<file path="config.mk">
export PLATFORM = sky130hd
export DESIGN_NAME = xgriscv_retire_monitor
export DESIGN_NICKNAME = d
export VERILOG_FILES = /design/src/rtl/xgriscv_retire_monitor.sv
export SDC_FILE = /design/constraint.sdc
export NUM_CORES = 1
export LEC_CHECK = 0
export ABC_AREA = 1
export BUFFER_PORTS_ARGS = -buffer_cell sky130_fd_sc_hd__buf_4
export CORE_MARGIN = 10
export CORE_UTILIZATION = 45
export CTS_BUF_LIST = sky130_fd_sc_hd__clkbuf_2
export DETAILED_ROUTE_END_ITERATION = 16
export MAX_ROUTING_LAYER = met4
export PLACE_DENSITY = 0.75
export SYNTH_ARGS = -nofsm -noshare
export SYNTH_HDL_FRONTEND = slang
export SYNTH_SLANG_ARGS = --single-unit
</file>
<file path="constraint.sdc">
create_clock -name clk -period 5.2 [get_ports clk]
set_input_delay 0.52 -clock clk [delete_from_list [all_inputs] [get_ports clk]]
set_output_delay 0.52 -clock clk [all_outputs]
set_load 0.05 [all_outputs]
</file>
<file path="src/rtl/xgriscv_retire_monitor.sv">
// End-of-run / liveness monitor for the xgriscv writeback PC stream.
// Define XGRISCV_MON_HANG_EN to build in the stall counter and the HANG state.
module xgriscv_retire_monitor #(
  parameter int unsigned       ADDR_W         = 32,
  parameter logic [ADDR_W-1:0] END_ADDR       = 32'h80000078,
  parameter int unsigned       CNT_W          = 32,
  parameter int unsigned       TIMEOUT_CYCLES = 100000,
  parameter int unsigned       STALL_LIMIT    = 64
) (
  input  logic              clk,
  input  logic              rstn,
  input  logic              en,
  input  logic              clr,
  input  logic              retire_valid,
  input  logic [ADDR_W-1:0] pcW,
  output logic [2:0]        state,
  output logic              done,
  output logic              hang,
  output logic              timeout,
  output logic              stop,
  output logic [CNT_W-1:0]  cycle_cnt,
  output logic [CNT_W-1:0]  retire_cnt,
  output logic [ADDR_W-1:0] last_pc
);

  typedef enum logic [2:0] {
    S_IDLE    = 3'd0,
    S_RUN     = 3'd1,
    S_DONE    = 3'd2,
    S_HANG    = 3'd3,
    S_TIMEOUT = 3'd4
  } state_t;

  if (STALL_LIMIT == 0) begin : g_bad_stall_limit
    $error("STALL_LIMIT must be at least 1");
  end

  // A budget that cannot be represented in CNT_W bits is never reached.
  localparam bit               TO_EN  = (TIMEOUT_CYCLES != 0) && ((TIMEOUT_CYCLES >> CNT_W) == 0);
  localparam logic [CNT_W-1:0] TO_VAL = CNT_W'(TIMEOUT_CYCLES);

  state_t            r_state;
  logic [CNT_W-1:0]  r_cycle_cnt;
  logic [CNT_W-1:0]  r_retire_cnt;
  logic [ADDR_W-1:0] r_last_pc;

  logic [CNT_W-1:0]  w_cycle_inc;
  logic [CNT_W-1:0]  w_retire_inc;
  logic              w_done_hit;
  logic              w_hang_hit;
  logic              w_to_hit;

  assign w_cycle_inc  = (&r_cycle_cnt)  ? r_cycle_cnt  : r_cycle_cnt  + CNT_W'(1);
  assign w_retire_inc = (&r_retire_cnt) ? r_retire_cnt : r_retire_cnt + CNT_W'(1);
  assign w_done_hit   = retire_valid && (pcW == END_ADDR);
  assign w_to_hit     = TO_EN && (w_cycle_inc == TO_VAL);

`ifdef XGRISCV_MON_HANG_EN
  localparam int unsigned   SW        = $clog2(STALL_LIMIT + 1);
  localparam logic [SW-1:0] STALL_VAL = SW'(STALL_LIMIT);

  logic [SW-1:0] r_stall;
  logic [SW-1:0] w_stall_inc;

  assign w_stall_inc = (&r_stall) ? r_stall : r_stall + SW'(1);
  assign w_hang_hit  = !retire_valid && (w_stall_inc == STALL_VAL);
`else
  assign w_hang_hit  = 1'b0;
`endif

  always_ff @(posedge clk or posedge rstn) begin
    if (rstn) begin
      r_state      <= S_IDLE;
      r_cycle_cnt  <= '0;
      r_retire_cnt <= '0;
      r_last_pc    <= '0;
`ifdef XGRISCV_MON_HANG_EN
      r_stall      <= '0;
`endif
    end else if (clr) begin
      r_state      <= S_IDLE;
      r_cycle_cnt  <= '0;
      r_retire_cnt <= '0;
      r_last_pc    <= '0;
`ifdef XGRISCV_MON_HANG_EN
      r_stall      <= '0;
`endif
    end else begin
      case (r_state)
        S_IDLE: begin
          if (en) r_state <= S_RUN;
        end
        S_RUN: begin
          r_cycle_cnt <= w_cycle_inc;
          if (retire_valid) begin
            r_retire_cnt <= w_retire_inc;
            r_last_pc    <= pcW;
          end
`ifdef XGRISCV_MON_HANG_EN
          r_stall <= retire_valid ? '0 : w_stall_inc;
`endif
          // Terminal edge still takes the count update above.
          if (w_done_hit)      r_state <= S_DONE;
          else if (w_hang_hit) r_state <= S_HANG;
          else if (w_to_hit)   r_state <= S_TIMEOUT;
        end
        default: r_state <= r_state;
      endcase
    end
  end

  assign state      = r_state;
  assign done       = (r_state == S_DONE);
`ifdef XGRISCV_MON_HANG_EN
  assign hang       = (r_state == S_HANG);
`else
  assign hang       = 1'b0;
`endif
  assign timeout    = (r_state == S_TIMEOUT);
  assign stop       = done | hang | timeout;
  assign cycle_cnt  = r_cycle_cnt;
  assign retire_cnt = r_retire_cnt;
  assign last_pc    = r_last_pc;

endmodule

</file>
==> run_results.csv, run 1 <==
group,metric,value,unit
worst_setup_path,crit_end,"last_pc[29]$_DFFE_PP0P_",
clock_tree,cts_buffer_depth,2,
cells_and_area,stdcell_area,7170,µm²
worst_setup_path,cp-end-kind,"flop",
sta,setup_viol,0,
worst_setup_path,path_class,"flop to flop",
global_routing,grt_overflow,0,
route,route.detailed.drc,0,
clock_tree,cts_root_buf,"clkbuf_2",
synth,ys_ff_latch,99,
clock_tree,htree_levels,3,
floorplan,num_rows,41,
floorplan,die_w,135,µm
worst_setup_path,rr_startpoint,"state[0]$_DFFE_PP0P_",
clock_tree,cts_resized,0,
worst_setup_path,reg2reg_slack,2.34,ns
route,vias,6134,
route,viasPerCell,5.42,
sta,final_hold_viol_count,0,
global_routing,grt_use_total,19.9,%
clock_tree,path_clk_slew,0.29,ns
sta,fin_crit,2.86,ns
sta,maxSlewHeadroom,40.9,%
route,drt_iter0_markers,619,
sta,max_freq,350,MHz
floorplan,io_pins,140,
cells_and_area,nFillCells,1212,
sta,finalCritPeriodShare,54.9,%
hold_path,hp-class,"input pin to flop",
floorplan,coreArea,12800,µm²
synth,synth_area,5950,µm²
synth,ys_types,42,
cells_and_area,nets,995,
synth,synth_top_cell_by_area,"dfrtp_1",
worst_setup_path,worstSetupStartpointType,"flop",
worst_setup_path,worstRegToRegCells,6,
clock_tree,cts_setup_buffers,0,
placement,port_buffers,138,
global_routing,grt_start_max_net_pins,65,
worst_setup_path,r2r-end,"last_pc[29]$_DFFE_PP0P_",
sta,rsz0062_at_grt,"false",
route,drtAntennaViolNets,0,
placement,routabilityCongestion,0.967,
power_and_ir_drop,ir_worst_vdd,0.260,mV
outcome,status,"finished clean",
sta,worst_pin_slew,0.881,ns
route,wl_per_cell,16.0,µm
placement,dpl-instance-area,7080,µm²
floorplan,dieArea,18200,µm²
synth,syn_avg_cell_area,7.17,µm²
global_routing,grt_antenna_before_repair,1,
synth,ys_seq_area_share,41.6,%
power_and_ir_drop,p_per_area,261,nW/µm²
job,drv_cap,0,
synth,synth_cells,830,
sta,drv_slew,0,
route,firstDrtPassIters,8,
worst_setup_path,cp_max_fo,36,
clock_tree,ctsHoldBuffers,1,
synth,synth_top_area_share,41.6,%
clock_tree,cts_buffers,9,
synth,synth_nets,869,
synth,ys_warn_count,0,
global_routing,first_global_vias,5735,
floorplan,start_util,46.6,%
worst_setup_path,cp_data_required_time,5.72,ns
placement,hpwl,13800,µm
placement,dp_cells,1116,
clock_tree,tritoncts,"done",
global_routing,grt_pass1_wl,28900,µm
synth,synthTopCellsByArea,"dfrtp_1, nand2_1, nor2_1, nand3_1, inv_1",
worst_setup_path,startpoint,"state[0]$_DFFE_PP0P_",
sta,finalClockSkew,0.0307,ns
clock_tree,cts.sinks,99,
cells_and_area,syn_to_final_growth,20.6,%
clock_tree,clk_latency,0.60,ns
sta,setup_tns,0,ns
power_and_ir_drop,leakage,3.33,nW
route,wirelength,18100,µm
floorplan,die_y,135,µm
worst_setup_path,worst_ep_arrival_time,3.37,ns
cells_and_area,stdcell_count,1132,
cells_and_area,layout-drive-gt1-share,19.1,%
stage by stage:
stage	total power (W)	util, %	hold slack, ns	worst slack [ns]
6_report	0.00187	56.2	0.117	2.34
5_1_grt	0.00196	56.2	0.0577	1.94
4_1_cts	0.00188	56.1	0.0797	2.34
3_5_place_dp	0.00155	55.4	0.504	2.27
3_3_place_gp	0.00155	55.4	0.497	2.36
2_1_floorplan	0.00135	-	0.656	2.09
logic make-up (layout without fill, tap and decap cells):
group	Yosys count	count (layout)	synth area share [%]
AOI/OAI and AO/OA	116	116	10.8
adders and majority gates	2	2	0.421
other	1	2	0.0630
and+or+nand+nor	473	473	35.9
DFF	99	99	41.6
xor gates and xnor gates	19	19	2.80
buffers and inverters	120	249	8.33
power by group:
part           total [W]  internal [W]  switching (W)
logic           0.000659      0.000164       0.000496
registers       0.000880      0.000831      0.0000493
clock network   0.000331     0.0000607       0.000271
cell type report:
cell class	instances	area [µm²]	area share (%)
clock inverter	5	37.5	0.523
tap	172	215	3.00
timing repair buffer	141	1060	14.8
sequential	99	2480	34.5
inverter	94	360	5.02
multi-input combinational	611	2980	41.5
antenna	1	2.50	0.0349
clock buffer	9	45.0	0.628
metal layers:
| metal | share of wire (%) | routed length, µm | GRT usage, % | up-vias |
|---|---|---|---|---|
| li1 | - | - | - | 2984 |
| met1 | 43 | 7850 | 25.3 | 2874 |
| met2 | 48 | 8760 | 31.7 | 245 |
| met3 | 6.1 | 1100 | 3.23 | 31 |
| met4 | 2.0 | 360 | 6.82 | 0 |
| met5 | 0 | 0 | - | - |
flip-flops by register name, summed over array words and instances, names as in the netlist:
name	cells
last_pc	32
retire_cnt	32
cycle_cnt	32
state	3
layout by cell type (no fill, tap or decap), types with 2 or more instances in the layout:
master,synthesis,layout
nor3_1,20,20
o31ai_1,10,10
inv_1,90,89
o21ai_1,8,8
nor2_4,6,6
a22o_1,3,3
nand2_1,223,223
buf_4,2,140
a21oi_1,25,25
nand2_4,4,4
nor2_2,4,4
clkinv_1,1,2
inv_4,2,3
o21ai_0,53,53
xnor2_1,4,4
clkbuf_2,0,9
inv_6,0,2
nand3_1,70,70
ha_1,2,2
xor2_1,15,15
nand4_1,23,23
nand2_2,6,6
a31oi_1,2,2
nor4_1,10,10
o22ai_1,13,13
nor2_1,97,97
and2_1,2,2
dfrtp_1,99,99
worst max-delay path: stages, from the launching register on:
cell and delay [ns]:
dfrtp_1 0.50, inv_1 0.07, nor3_1 0.06, nand2_1 0.64, clkinv_1 0.96, nand2_1 0.41
o21ai_0 0.12
synth_stat cells:
cell	n
a21oi_1	25
a22o_1	3
a31oi_1	2
and2_1	2
buf_1	4
buf_2	2
buf_4	2
buf_6	4
clkbuf_1	14
clkinv_1	1
conb_1	1
dfrtp_1	99
ha_1	2
inv_1	90
inv_2	1
inv_4	2
nand2_1	223
nand2_2	6
nand2_4	4
nand3_1	70
nand3_2	1
nand4_1	23
nor2_1	97
nor2_2	4
nor2_4	6
nor2_8	1
nor3_1	20
nor3_2	1
nor3_4	1
nor3b_1	1
nor3b_2	1
nor4_1	10
nor4b_1	1
o2111ai_1	1
o21ai_0	53
o21ai_1	8
o22ai_1	13
o31ai_1	10
o41ai_1	1
or2_2	1
xnor2_1	4
xor2_1	15
worst min-delay path by stage:
stage / from / endpoint / slack (ns) / depth (start not counted)
floorplan: pcW[31] / last_pc[31]$_DFFE_PP0P_ / 0.66 / 2
global placement: last_pc[24]$_DFFE_PP0P_ / last_pc[24]$_DFFE_PP0P_ / 0.50 / 2
detailed placement: last_pc[2]$_DFFE_PP0P_ / last_pc[2]$_DFFE_PP0P_ / 0.50 / 2
CTS: pcW[24] / last_pc[24]$_DFFE_PP0P_ / 0.08 / 3
global route: pcW[19] / last_pc[19]$_DFFE_PP0P_ / 0.06 / 3
finish: pcW[13] / last_pc[13]$_DFFE_PP0P_ / 0.12 / 3
Power figures use the tool's default switching activity.
==> run 2, diff against run 1 <==
--- a/config.mk
+++ b/config.mk
@@ -12,7 +12,7 @@
 export CTS_BUF_LIST = sky130_fd_sc_hd__clkbuf_2
 export DETAILED_ROUTE_END_ITERATION = 16
 export MAX_ROUTING_LAYER = met4
-export PLACE_DENSITY = 0.75
+export PLACE_DENSITY = 0.77
 export SYNTH_ARGS = -nofsm -noshare
 export SYNTH_HDL_FRONTEND = slang
 export SYNTH_SLANG_ARGS = --single-unit
==> constraint.sdc (replaced) <==
create_clock -name clk -period 2.6 [get_ports clk]
set_input_delay 0.26 -clock clk [delete_from_list [all_inputs] [get_ports clk]]
set_output_delay 0.26 -clock clk [all_outputs]
set_load 0.05 [all_outputs]
==> run_results.csv, run 2 (synthesis gave the netlist of run 1 again) <==
group,metric,value,unit
worst_setup_path,cp_data_required_time,3.16,ns
worst_setup_path,cp-end-kind,"flop",
power_and_ir_drop,p_per_area,523,nW/µm²
cells_and_area,nFillCells,1103,
clock_tree,cts_root_buf,"clkbuf_2",
clock_tree,path_clk_slew,0.29,ns
worst_setup_path,crit_top_cell,"nand2_1",
floorplan,coreArea,12800,µm²
route,route.detailed.drc,0,
cells_and_area,syn_to_final_growth,30.0,%
floorplan,die_y,135,µm
cells_and_area,nets,1044,
placement,routabilityCongestion,0.972,
sta,max_freq,424,MHz
route,viasPerCell,5.47,
clock_tree,tritoncts,"done",
worst_setup_path,worst_ep_arrival_time,2.93,ns
worst_setup_path,critical_path_buf_inv_count,2,
placement,port_buffers,138,
power_and_ir_drop,pwr-share-seq,43.3,%
sta,finalCritPeriodShare,90.8,%
worst_setup_path,worstSetupStartpointType,"flop",
sta,worst_pin_slew,0.723,ns
cells_and_area,stdcell_count,1183,
sta,final_hold_viol_count,0,
power_and_ir_drop,power.switching,0.00174,W
floorplan,dieArea,18200,µm²
floorplan,num_rows,41,
power_and_ir_drop,swShare,42.9,%
global_routing,grt_use_total,22.6,%
worst_setup_path,cpPeakStageDelay,0.47,ns
route,vias,6473,
hold_path,hp-class,"input pin to async pin",
route,firstDrtPassIters,5,
global_routing,grt_start_max_net_pins,67,
route,wl_per_cell,17.3,µm
sta,drv_slew,0,
global_routing,grt_pass1_wl,32700,µm
clock_tree,cts_buffers,9,
global_routing,grt_overflow,0,
clock_tree,clk_latency,0.62,ns
outcome,status,"finished clean",
worst_setup_path,cp_max_fo,18,
global_routing,grt_antenna_before_repair,1,
route,drt_iter0_markers,658,
sta,rsz0062_at_grt,"false",
clock_tree,cts_setup_buffers,0,
route,drtAntennaViolNets,0,
global_routing,first_global_vias,6169,
sta,finalClockSkew,0.0291,ns
sta,setup_tns,0,ns
clock_tree,cts.sinks,99,
clock_tree,cts_buffer_depth,2,
power_and_ir_drop,leakage,3.54,nW
job,drv_cap,0,
power_and_ir_drop,p_int,0.00231,W
cells_and_area,layout-drive-gt1-share,20.4,%
sta,fin_crit,2.36,ns
sta,setup_viol,0,
clock_tree,htree_levels,3,
worst_setup_path,slowest_stage,"dfrtp_1",
floorplan,io_pins,140,
worst_setup_path,crit_family,"simple AND/OR/NAND/NOR gates",
power_and_ir_drop,p_clk_share,20.4,%
cells_and_area,final_common_cell,"nand2_1",
floorplan,start_util,46.6,%
power_and_ir_drop,combPwrFrac,36.3,%
placement,dp_cells,1129,
worst_setup_path,crit_chain,"ha_2 > inv_1 > nor2_4 > nand2_4 > nor2_8 > nand2_8 > inv_4 > nor2_2 > nand2_1 > nor2_1 > nand2_1 > nor2_1 > nand2_1 > nand2_2 > nand2_2 > nand2_1 > nand2_1",
worst_setup_path,path_class,"flop to flop",
sta,maxSlewHeadroom,51.4,%
cells_and_area,layout_common_cells,"nand2_1, buf_4, dfrtp_1",
power_and_ir_drop,ir_worst_vdd,0.422,mV
floorplan,die_w,135,µm
placement,hpwl,14700,µm
route,wirelength,20400,µm
[run 2: cell types whose count changed in the layout (fill, tap and decap cells not counted), moves of 3 or more]
cell	change
nor2_1	-3
buf_4	+12
clkinvlp_4	+3
dlygate4sd3_1	+36
[run 2: layout make-up]
class	count	area [µm²]	area share, %
Tap cell	172	215	2.78
Sequential cell	99	2480	32.1
Inverter	94	365	4.73
Antenna cell	1	2.50	0.0324
Multi-Input combinational cell	611	3010	38.9
Timing Repair Buffer	190	1530	19.8
Clock inverter	7	82.6	1.07
Clock buffer	9	45.0	0.583
[run 2: power groups by stage]
stage                     logic (W)  clock network [W]  registers (W)
after floorplan            0.000496                  0        0.00220
after global placement      0.00140                  0        0.00176
after detailed placement    0.00140                  0        0.00177
after CTS                   0.00145           0.000857        0.00174
after global routing        0.00156           0.000916        0.00176
final                       0.00147           0.000826        0.00175
[run 2: metal layers]
metal	GRT usage (%)	share of wire (%)	vias up
met2	35.3	48	272
met3	4.64	6.9	51
met4	7.95	2.9	0
met5	-	0	-
li1	-	-	3091
met1	28.6	42	3059
[run 2: through the flow]
step	hold slack, ns	cell area, µm²	util, %	worst slack [ns]	power, W
detailed placement	0.286	7190	56.3	0.0579	0.00317
global placement	0.285	7190	56.3	0.0345	0.00316
floorplan	0.396	5950	-	0.0350	0.00269
global route	0.135	7730	60.5	0.00425	0.00424
finish	0.144	7730	60.5	0.239	0.00405
CTS	0.117	7690	60.2	0.0269	0.00405
[run 2: tightest hold or removal path: stages]
cell,delay (ns)
dlygate4sd3_1,0.54
buf_4,0.14
clkinvlp_4,0.29
[run 2: path summary, 6_finish.rpt]
kind	startpoint	end	slack, ns	depth (start not counted)
setup / recovery	cycle_cnt[0]$_DFFE_PP0N_	state[2]$_DFFE_PP0P_	0.24	17
hold / removal	rstn	retire_cnt[22]$_DFFE_PP0P_	0.14	3
setup reg to reg	cycle_cnt[0]$_DFFE_PP0N_	state[2]$_DFFE_PP0P_	0.24	17
hold reg to reg	last_pc[22]$_DFFE_PP0P_	last_pc[22]$_DFFE_PP0P_	0.56	2
max in group asynchronous	rstn	cycle_cnt[13]$_DFFE_PP0N_	1.79	4
min in group clk	pcW[26]	last_pc[26]$_DFFE_PP0P_	0.40	4
[run 2: repair_timing]
| action | CTS | global route |
|---|---|---|
| endpoints found under the hold margin | 145 | 0 |
| hold buffers | 37 | 0 |
| setup endpoints to repair | 0 | 17 |
| resized for setup | 0 | 10 |
